`src/rtl/reg_write_arbiter.sv`:
```
// reg_write_arbiter
//   Round-robin arbiter that is the sole driver of a shared behavioural
//   register's data input and write enable. Each transaction is three cycles:
//   IDLE picks a winner, WRITE holds reg_we active for one cycle, and ACK
//   pulses the winner's gnt once the write has landed.
//
// Parameters
//   N         number of requesters (2..8)
//   W         data width, matches the shared register
//   WE_ACTIVE level of o_reg_we that commands a load (1 high, 0 low)
//
// Ports
//   i_clk      clock, also clocks the shared register
//   i_rst      synchronous active-high reset
//   i_req      [N]   level requests, held until own grant is seen
//   i_data     [N*W] requester i word at i_data[i*W +: W]
//   i_lock     [N]   hold-bus request (REG_ARB_LOCK_EN builds only)
//   o_gnt      [N]   one-hot, one-cycle ack after the write landed
//   o_reg_d    [W]   register data input
//   o_reg_we         register write enable
//   o_busy           high in WRITE and ACK
//   o_last_id        index of the most recent winner
//
// Build option
//   REG_ARB_LOCK_EN: a winner holding lock and req in ACK is granted again at
//   the next decision and the round-robin pointer is not advanced.

// Per-requester eligibility for the upper half of the round-robin search:
// requester IDX is a first-pass candidate when it requests and sits at or
// after the pointer.
module reg_write_arbiter_lane #(
  parameter int N   = 4,
  parameter int IDX = 0
) (
  input  logic                 i_req,
  input  logic [$clog2(N)-1:0] i_ptr,
  output logic                 o_hi
);
  localparam int IW = $clog2(N);
  localparam logic [IW-1:0] IDX_V = IW'(IDX);

  assign o_hi = i_req && (IDX_V >= i_ptr);
endmodule

module reg_write_arbiter #(
  parameter int N         = 4,
  parameter int W         = 16,
  parameter int WE_ACTIVE = 1
) (
  input  logic                 i_clk,
  input  logic                 i_rst,
  input  logic [N-1:0]         i_req,
  input  logic [N*W-1:0]       i_data,
  input  logic [N-1:0]         i_lock,
  output logic [N-1:0]         o_gnt,
  output logic [W-1:0]         o_reg_d,
  output logic                 o_reg_we,
  output logic                 o_busy,
  output logic [$clog2(N)-1:0] o_last_id
);
  localparam int   IW     = $clog2(N);
  localparam logic WE_ON  = (WE_ACTIVE != 0);
  localparam logic WE_OFF = ~WE_ON;

  typedef enum logic [1:0] {S_IDLE, S_WRITE, S_ACK} state_t;

  state_t          r_state;
  logic [N-1:0]    r_gnt;
  logic [W-1:0]    r_reg_d;
  logic            r_reg_we;
  logic            r_busy;
  logic [IW-1:0]   r_last_id;
  logic [IW-1:0]   r_ptr;

  logic [N-1:0]    w_hi;
  logic [IW-1:0]   w_pick_hi;
  logic [IW-1:0]   w_pick_any;
  logic [IW-1:0]   w_pick;
  logic [W-1:0]    w_word;
  logic [IW-1:0]   w_ptr_next;

  // Upper-half candidates, one lane per requester.
  for (genvar g = 0; g < N; g++) begin : g_lane
    reg_write_arbiter_lane #(.N(N), .IDX(g)) u_lane (
      .i_req (i_req[g]),
      .i_ptr (r_ptr),
      .o_hi  (w_hi[g])
    );
  end

`ifdef REG_ARB_LOCK_EN
  logic r_lock_hold;
`else
  // Lock is not part of this build; fold it away quietly.
  logic w_unused_lock;
  assign w_unused_lock = ^i_lock;
`endif

  // First set bit at or above the pointer; if none, wrap to the lowest
  // requester overall. Loops run downward so the lowest index wins.
  always_comb begin
    w_pick_hi  = '0;
    w_pick_any = '0;
    for (int i = N - 1; i >= 0; i--) begin
      if (w_hi[i])  w_pick_hi  = IW'(i);
      if (i_req[i]) w_pick_any = IW'(i);
    end
    w_pick = (|w_hi) ? w_pick_hi : w_pick_any;
`ifdef REG_ARB_LOCK_EN
    // A held lock overrides the pointer as long as the owner still requests.
    if (r_lock_hold && i_req[r_last_id]) w_pick = r_last_id;
`endif
  end

  assign w_word     = i_data[int'(w_pick)*W +: W];
  assign w_ptr_next = (r_last_id == IW'(N - 1)) ? '0 : r_last_id + IW'(1);

  always_ff @(posedge i_clk) begin
    if (i_rst) begin
      r_state   <= S_IDLE;
      r_gnt     <= '0;
      r_reg_d   <= '0;
      r_reg_we  <= WE_OFF;
      r_busy    <= 1'b0;
      r_last_id <= '0;
      r_ptr     <= '0;
`ifdef REG_ARB_LOCK_EN
      r_lock_hold <= 1'b0;
`endif
    end else begin
      case (r_state)
        S_IDLE: begin
          if (|i_req) begin
            // The word is captured here; later data changes are ignored.
            r_reg_d   <= w_word;
            r_last_id <= w_pick;
            r_reg_we  <= WE_ON;
            r_busy    <= 1'b1;
            r_state   <= S_WRITE;
`ifdef REG_ARB_LOCK_EN
            r_lock_hold <= 1'b0;
`endif
          end
        end
        S_WRITE: begin
          // The register loads o_reg_d on this edge.
          r_reg_we <= WE_OFF;
          r_gnt    <= {{(N-1){1'b0}}, 1'b1} << r_last_id;
          r_state  <= S_ACK;
        end
        S_ACK: begin
          r_gnt   <= '0;
          r_busy  <= 1'b0;
          r_state <= S_IDLE;
`ifdef REG_ARB_LOCK_EN
          if (i_lock[r_last_id] && i_req[r_last_id]) begin
            r_lock_hold <= 1'b1;
          end else begin
            r_lock_hold <= 1'b0;
            r_ptr       <= w_ptr_next;
          end
`else
          r_ptr <= w_ptr_next;
`endif
        end
        default: begin
          r_state  <= S_IDLE;
          r_gnt    <= '0;
          r_reg_we <= WE_OFF;
          r_busy   <= 1'b0;
        end
      endcase
    end
  end

  assign o_gnt     = r_gnt;
  assign o_reg_d   = r_reg_d;
  assign o_reg_we  = r_reg_we;
  assign o_busy    = r_busy;
  assign o_last_id = r_last_id;
endmodule
```
`config.mk`:
```
export PLATFORM = sky130hd
export DESIGN_NAME = reg_write_arbiter
export DESIGN_NICKNAME = d
export VERILOG_FILES = /design/src/rtl/reg_write_arbiter.sv
export SDC_FILE = /design/constraint.sdc
export NUM_CORES = 1
export LEC_CHECK = 0
export ABC_AREA = 1
export ABC_CLOCK_PERIOD_IN_PS = 3770
export CELL_PAD_IN_SITES_DETAIL_PLACEMENT = 1
export CELL_PAD_IN_SITES_GLOBAL_PLACEMENT = 2
export CORE_ASPECT_RATIO = 1.5
export CORE_MARGIN = 3
export CORE_UTILIZATION = 21
export CTS_BUF_LIST = sky130_fd_sc_hd__clkbuf_4 sky130_fd_sc_hd__clkbuf_8 sky130_fd_sc_hd__clkbuf_16
export DETAILED_ROUTE_END_ITERATION = 7
export GPL_ROUTABILITY_DRIVEN = 0
export PLACE_DENSITY_LB_ADDON = 0.1
export SLEW_MARGIN = 20
export SYNTH_ARGS = -nofsm -noshare
export SYNTH_HDL_FRONTEND = slang
export SYNTH_HIERARCHICAL = 1
export SYNTH_SLANG_ARGS = --single-unit
```
`constraint.sdc`:
```
create_clock -name i_clk -period 3.77 [get_ports i_clk]
set_input_delay 1.131 -clock i_clk [delete_from_list [all_inputs] [get_ports i_clk]]
set_output_delay 1.131 -clock i_clk [all_outputs]
set_load 0.005 [all_outputs]
```
==> results of run 1 <==
-- power by group through the flow --
stage               Sequential (uW)  Combinational (uW)  Clock (uW)
detailed placement              368                 384           0
global placement                367                 380           0
finish                          360                 374         326
CTS                             361                 387         336
floorplan                       366                 189           0
global route                    366                 425         345
-- per-layer routing --
layer  up-vias  part of all wire
li1       1102                 -
met1       995              0.38
met2        48              0.56
met3         6             0.045
met4         0             0.011
met5         -                 0
-- path summary, 6_finish.rpt --
| kind | end | slack (ns) | depth (start not counted) |
|---|---|---|---|
| max | o_reg_d[1] | 0.88 | 11 |
| min | o_busy | 0.47 | 2 |
| max reg2reg | o_reg_d[1] | 1.90 | 11 |
| min reg2reg | o_busy | 0.47 | 2 |
-- critical path: stages --
cell and delay, ns:
clkdlybuf4s50_1 0.54, nand2_1 0.09, nor2_2 0.17, inv_2 0.05, nand2_2 0.09, nor2_4 0.05, nand2_4 0.20, nand2_8 0.21
or2_2 0.33, o211ai_1 0.10, nand2_1 0.08
-- Yosys cell counts (all sizes together) --
cell    number
buf          9
o211ai       3
inv         50
o211a        1
dfxtp       28
a21oi        9
nand3       38
nand2      113
nand3b       8
nor3         1
ha           4
clkbuf       2
a32o         3
o21ai        5
nor2        24
or2          3
-- registers in the layout, indices dropped and copies added, names as in the netlist --
| signal | cells |
|---|---|
| o_reg_we | 1 |
| o_last_id | 2 |
| r_ptr | 2 |
| o_gnt | 4 |
| r_state | 2 |
| o_reg_d | 16 |
| o_busy | 1 |
-- stage by stage --
step | std cells | total power, uW | setup WS [ns]
2_1_floorplan | 301 | 556 | 1.55
3_3_place_gp | 492 | 747 | 0.616
3_5_place_dp | 492 | 752 | 0.580
4_1_cts | 496 | 1080 | 0.863
5_1_grt | 496 | 1140 | 0.700
6_report | 496 | 1060 | 0.881
-- layout by cell type (no fill, tap or decap) --
cell	instances
a21oi_1	6
a21oi_2	2
a21oi_4	1
a32o_1	3
buf_4	2
bufinv_16	1
clkbuf_16	3
clkdlybuf4s50_1	93
dfxtp_1	28
ha_1	4
inv_1	46
inv_2	3
inv_4	1
nand2_1	109
nand2_2	1
nand2_4	2
nand2_8	1
nand3_1	38
nand3b_1	8
nor2_1	17
nor2_2	4
nor2_4	2
nor2_8	1
nor3_1	1
o211a_1	1
o211ai_1	3
o21ai_0	5
or2_2	3
-- final cells by class --
cell class / instances / share of cell area
Multi-Input combinational cell: 212 / 0.355
Timing Repair Buffer: 95 / 0.315
Sequential cell: 28 / 0.187
Inverter: 50 / 0.0634
Tap cell: 107 / 0.0446
Clock buffer: 3 / 0.0250
Clock inverter: 1 / 0.0100
-- kinds of logic after synthesis --
logic type / Yosys count / share of synthesized area
AOI/OAI and AO/OA: 21 / 0.0799
adders and majority gates: 4 / 0.0264
buffers and inverters: 61 / 0.142
DFF: 28 / 0.296
and+or+nand+nor: 187 / 0.456
==> results.sh, run 1 <==
export IMPL_switching_share=0.303
export IMPL_grt_pass1_vias=2253
export IMPL_clk_path_buf_depth=2
export IMPL_power_density_nw_per_um2=353
export IMPL_p_clk_frac=0.308
export IMPL_slew_headroom=0.546
export IMPL_n_fill_cell=1101
export IMPL_clock_sinks=28
export IMPL_switching_power_uw=321
export IMPL_grtUsageMet1=0.145
export IMPL_finClkSkew_ns=0.00386
export IMPL_postPlaceCellArea_sq_um=2900
export IMPL_timing_final_hold_violations=0
export IMPL_worstHoldStart="o_busy"
export IMPL_synthesis_area_sq_um=1890
export IMPL_synth_cells=301
export IMPL_synth_warnings=6
export IMPL_slew_viol_final=0
export IMPL_num_vias=2151
export IMPL_synth_seq_cells=28
export IMPL_power_frac_seq=0.339
export IMPL_r2r_start="r_ptr[1]"
export IMPL_diodes=0
export IMPL_syn_avg_cell_area_sq_um=6.29
export IMPL_areaGrowthSynthToFinish_pct=58.4
export IMPL_crit_arrival_ns=3.05
export IMPL_synthTopCellsByArea="dfxtp_1, nand2_1, nand3_1"
export IMPL_cts_tree="done"
export IMPL_grt_pass1_wl_um=11200
export IMPL_setup_viol=0
export IMPL_numCtsBuffers=3
export IMPL_design_core_area_sq_um=8620
export IMPL_synthesis_nets=379
export IMPL_holdWs_ns=0.472
export IMPL_p_int_uw=739
export IMPL_synth_distinct_cells=28
export IMPL_ctsHoldBuffers=0
export IMPL_multi_input_area_sq_um=1060
export IMPL_dr_pass1_iters=4
export IMPL_post_dp_hpwl_um=5470
export IMPL_crit_path_start="i_req[0]"
export IMPL_nets=468
export IMPL_ys_seq_area_frac=0.296
export IMPL_clk_pin_slew_ns=0.08
export IMPL_grt_use_total=0.138
export IMPL_drive_gt1_frac=0.0694
export IMPL_dieArea_sq_um=10200
export IMPL_pwr_share_comb=0.353
export IMPL_cts_repair_resized=0
export IMPL_status="finished clean"
export IMPL_overflow=0
export IMPL_routed_via_density=4.34
export IMPL_wirelength_um=6930
export IMPL_drtIter0Drc=48
export IMPL_setup_tns_ns=0
export IMPL_start_util=0.220
export IMPL_insertion_delay_ns=0.27
export IMPL_crit_type="input pin to register"
export IMPL_grt_busiest_layer="met2"
export IMPL_irDropWorstVdd_mv=0.172
export IMPL_gr_usage_met2=0.280
export IMPL_wl_per_cell_um=14.0
export IMPL_p_leak_uw=0.00145
export IMPL_die_height_um=122
export IMPL_synth_top_area_share=0.296
export IMPL_hold_path_class="register to register"
export IMPL_cts_htree_levels=1
export IMPL_io_pins=98
export IMPL_grtUsageMet3=0.0262
export IMPL_startpoint_type="input pin"
export IMPL_timing_fmax_mhz=346
export IMPL_synth_largest_area_cell="dfxtp_1"
export IMPL_cp_max_fo=34
export IMPL_rows=41
export IMPL_period_minus_slack_ns=2.89
export IMPL_seq_area_sq_um=561
export IMPL_finalInstanceArea_sq_um=3000
export IMPL_grt_max_degree=35
export IMPL_post_cts_setup_buffers=0
export IMPL_cap_violations=0
export IMPL_worstSetupEndpointType="register"
export IMPL_die_x_um=83.6
export IMPL_final_util=0.348
export IMPL_fin_crit_sh=0.766
export IMPL_final_antenna_net_count=0
export IMPL_cts_root_buf="clkbuf_16"
export IMPL_worst_pin_slew_ns=0.680
export IMPL_worstPathRequired_ns=3.93
export IMPL_rsz0062_at_grt="false"
export IMPL_drc=0
export IMPL_grt_antenna_before_repair=0
export IMPL_io_buffers=93
(Power assumes the default switching activity.)
==> run 2: changes to the inputs <==
--- a/config.mk
+++ b/config.mk
@@ -6,12 +6,12 @@
 export NUM_CORES = 1
 export LEC_CHECK = 0
 export ABC_AREA = 1
-export ABC_CLOCK_PERIOD_IN_PS = 3770
+export ABC_CLOCK_PERIOD_IN_PS = 2800
 export CELL_PAD_IN_SITES_DETAIL_PLACEMENT = 1
 export CELL_PAD_IN_SITES_GLOBAL_PLACEMENT = 2
 export CORE_ASPECT_RATIO = 1.5
 export CORE_MARGIN = 3
-export CORE_UTILIZATION = 21
+export CORE_UTILIZATION = 19
 export CTS_BUF_LIST = sky130_fd_sc_hd__clkbuf_4 sky130_fd_sc_hd__clkbuf_8 sky130_fd_sc_hd__clkbuf_16
 export DETAILED_ROUTE_END_ITERATION = 7
 export GPL_ROUTABILITY_DRIVEN = 0
==> constraint.sdc (replaced) <==
create_clock -name i_clk -period 2.8 [get_ports i_clk]
set_input_delay 0.84 -clock i_clk [delete_from_list [all_inputs] [get_ports i_clk]]
set_output_delay 0.84 -clock i_clk [all_outputs]
set_load 0.005 [all_outputs]
==> run 2 against run 1 <==
Cell count grew 3.0%; design area increased by 2.5%; clock skew shrank 0.00097 ns; routed wire length up 1.6%; hold slack worse by 0.0038 ns; die area is 9.9% higher; combinational power rose by 40%; sequential share of layout area fell by 0.46 points; first-iteration DRC count fell by 2.1%; register-to-register slack got worse by 0.80 ns; sequential power is 35% higher.
==> results.sh, run 2 (synthesis results as in run 1) <==
export IMPL_status="finished clean"
export IMPL_cp_max_fo=28
export IMPL_routed_via_density=4.24
export IMPL_slew_viol_final=0
export IMPL_io_pins=98
export IMPL_cts_tree="done"
export IMPL_clk_path_buf_depth=2
export IMPL_num_vias=2165
export IMPL_dp_cells=507
export IMPL_fin_crit_sh=0.836
export IMPL_clock_sinks=28
export IMPL_post_cts_setup_buffers=0
export IMPL_die_x_um=87.5
export IMPL_start_util=0.196
export IMPL_clk_pin_slew_ns=0.07
export IMPL_n_fill_cell=1212
export IMPL_hold_depth=2
export IMPL_final_antenna_net_count=0
export IMPL_power_density_nw_per_um2=471
export IMPL_startpoint_type="input pin"
export IMPL_drc=0
export IMPL_pwr_share_comb=0.362
export IMPL_r2r_cells=9
export IMPL_finClkSkew_ns=0.00289
export IMPL_grt_max_degree=29
export IMPL_crit_arrival_ns=2.50
export IMPL_wirelength_um=7040
export IMPL_io_buffers=93
export IMPL_dr_pass1_iters=4
export IMPL_switching_share=0.302
export IMPL_crit_type="input pin to register"
export IMPL_worstSetupEndpointType="register"
export IMPL_total_power_uw=1450
export IMPL_setup_tns_ns=0
export IMPL_setup_viol=0
export IMPL_period_minus_slack_ns=2.34
export IMPL_grt_pass1_vias=2255
export IMPL_p_leak_uw=0.00149
export IMPL_r2r_start="r_ptr[1]"
export IMPL_cap_violations=0
export IMPL_switching_power_uw=437
export IMPL_post_dp_hpwl_um=5670
export IMPL_hold_path_class="register to register"
export IMPL_design_core_area_sq_um=9690
export IMPL_crit_path_start="i_req[2]"
export IMPL_power_frac_seq=0.335
export IMPL_p_clk_frac=0.304
export IMPL_cts_root_buf="clkbuf_16"
export IMPL_rsz0062_at_grt="false"
export IMPL_postPlaceCellArea_sq_um=2970
export IMPL_cts_repair_resized=0
export IMPL_timing_final_hold_violations=0
export IMPL_insertion_delay_ns=0.27
export IMPL_areaGrowthSynthToFinish_pct=62.4
export IMPL_drive_gt1_frac=0.0859
export IMPL_overflow=0
export IMPL_numCtsBuffers=3
export IMPL_die_height_um=128
export IMPL_layout_commonest_cell="nand2_1"
export IMPL_grt_antenna_before_repair=0
export IMPL_largest_reg_flops=16
export IMPL_slew_headroom=0.722
export IMPL_grt_pass1_wl_um=11100
export IMPL_wl_per_cell_um=13.8
export IMPL_grt_use_total=0.127
export IMPL_finalInstanceArea_sq_um=3080
export IMPL_instances_no_fill=511
export IMPL_rows=44
export IMPL_timing_fmax_mhz=427
export IMPL_dieArea_sq_um=11200
export IMPL_worst_pin_slew_ns=0.414
export IMPL_r2r_end="o_reg_d[1]"
export IMPL_ctsHoldBuffers=0
export IMPL_irDropWorstVdd_mv=0.222
export IMPL_diodes=0
export IMPL_worstPathRequired_ns=2.96
export IMPL_nets=475
export IMPL_drtIter0Drc=47
export IMPL_endpoint="o_reg_d[1]"
export IMPL_layout_common_cells="nand2_1, clkdlybuf4s50_1, inv_1, nand3_1, dfxtp_1"
export IMPL_cts_htree_levels=1
export IMPL_ff2ff_setup_slack_ns=1.10
export IMPL_p_int_uw=1010
==> run 2: how the worst min path moves through the flow <==
stage | from | end | slack (ns)
CTS | o_reg_we | o_reg_we | 0.47
global placement | o_reg_we | o_reg_we | 0.45
detailed placement | o_reg_we | o_reg_we | 0.46
global route | o_reg_we | o_reg_we | 0.49
floorplan | o_busy | o_busy | 0.45
finish | o_busy | o_busy | 0.47
==> run 2: power by group through the flow <==
stage                     Clock (uW)  Combinational [uW]  Sequential [uW]
after floorplan                    0                 255              493
after global routing             473                 586              495
after CTS                        455                 542              487
after global placement             0                 534              495
after detailed placement           0                 540              495
final                            440                 523              485
==> run 2: layout make-up <==
type                       instances  area [sq um]  area share
sequential                        28           561       0.182
timing repair buffer             102          1010       0.329
multi-input combinational        212          1060       0.346
clock inverter                     1          30.0     0.00976
inverter                          50           190      0.0618
tap                              115           144      0.0468
clock buffer                       3          75.1      0.0244
==> run 2: through the flow <==
| stage | utilization | hold WS, ns | setup slack, ns |
|---|---|---|---|
| floorplan | - | 0.446 | 0.876 |
| global placement | 0.307 | 0.453 | 0.164 |
| detailed placement | 0.307 | 0.461 | 0.139 |
| CTS | 0.317 | 0.473 | 0.426 |
| global route | 0.317 | 0.486 | 0.299 |
| finish | 0.317 | 0.468 | 0.458 |
==> run 2: critical path, cell delays in order <==
cell,delay (ns)
clkdlybuf4s50_1,0.47
inv_1,0.05
a21oi_2,0.19
nor2_2,0.08
inv_2,0.07
nor2_4,0.04
nand2_4,0.08
nand2_8,0.15
or2_2,0.31
o211ai_1,0.13
nand2_1,0.08
==> run 2: layer usage <==
| metal | track usage | part of all wire | vias to the layer above |
|---|---|---|---|
| met5 | 0 | 0 | - |
| met4 | 0.0298 | 0.0094 | 0 |
| met3 | 0.0264 | 0.049 | 6 |
| met2 | 0.240 | 0.55 | 47 |
| met1 | 0.142 | 0.40 | 994 |
| li1 | - | - | 1118 |
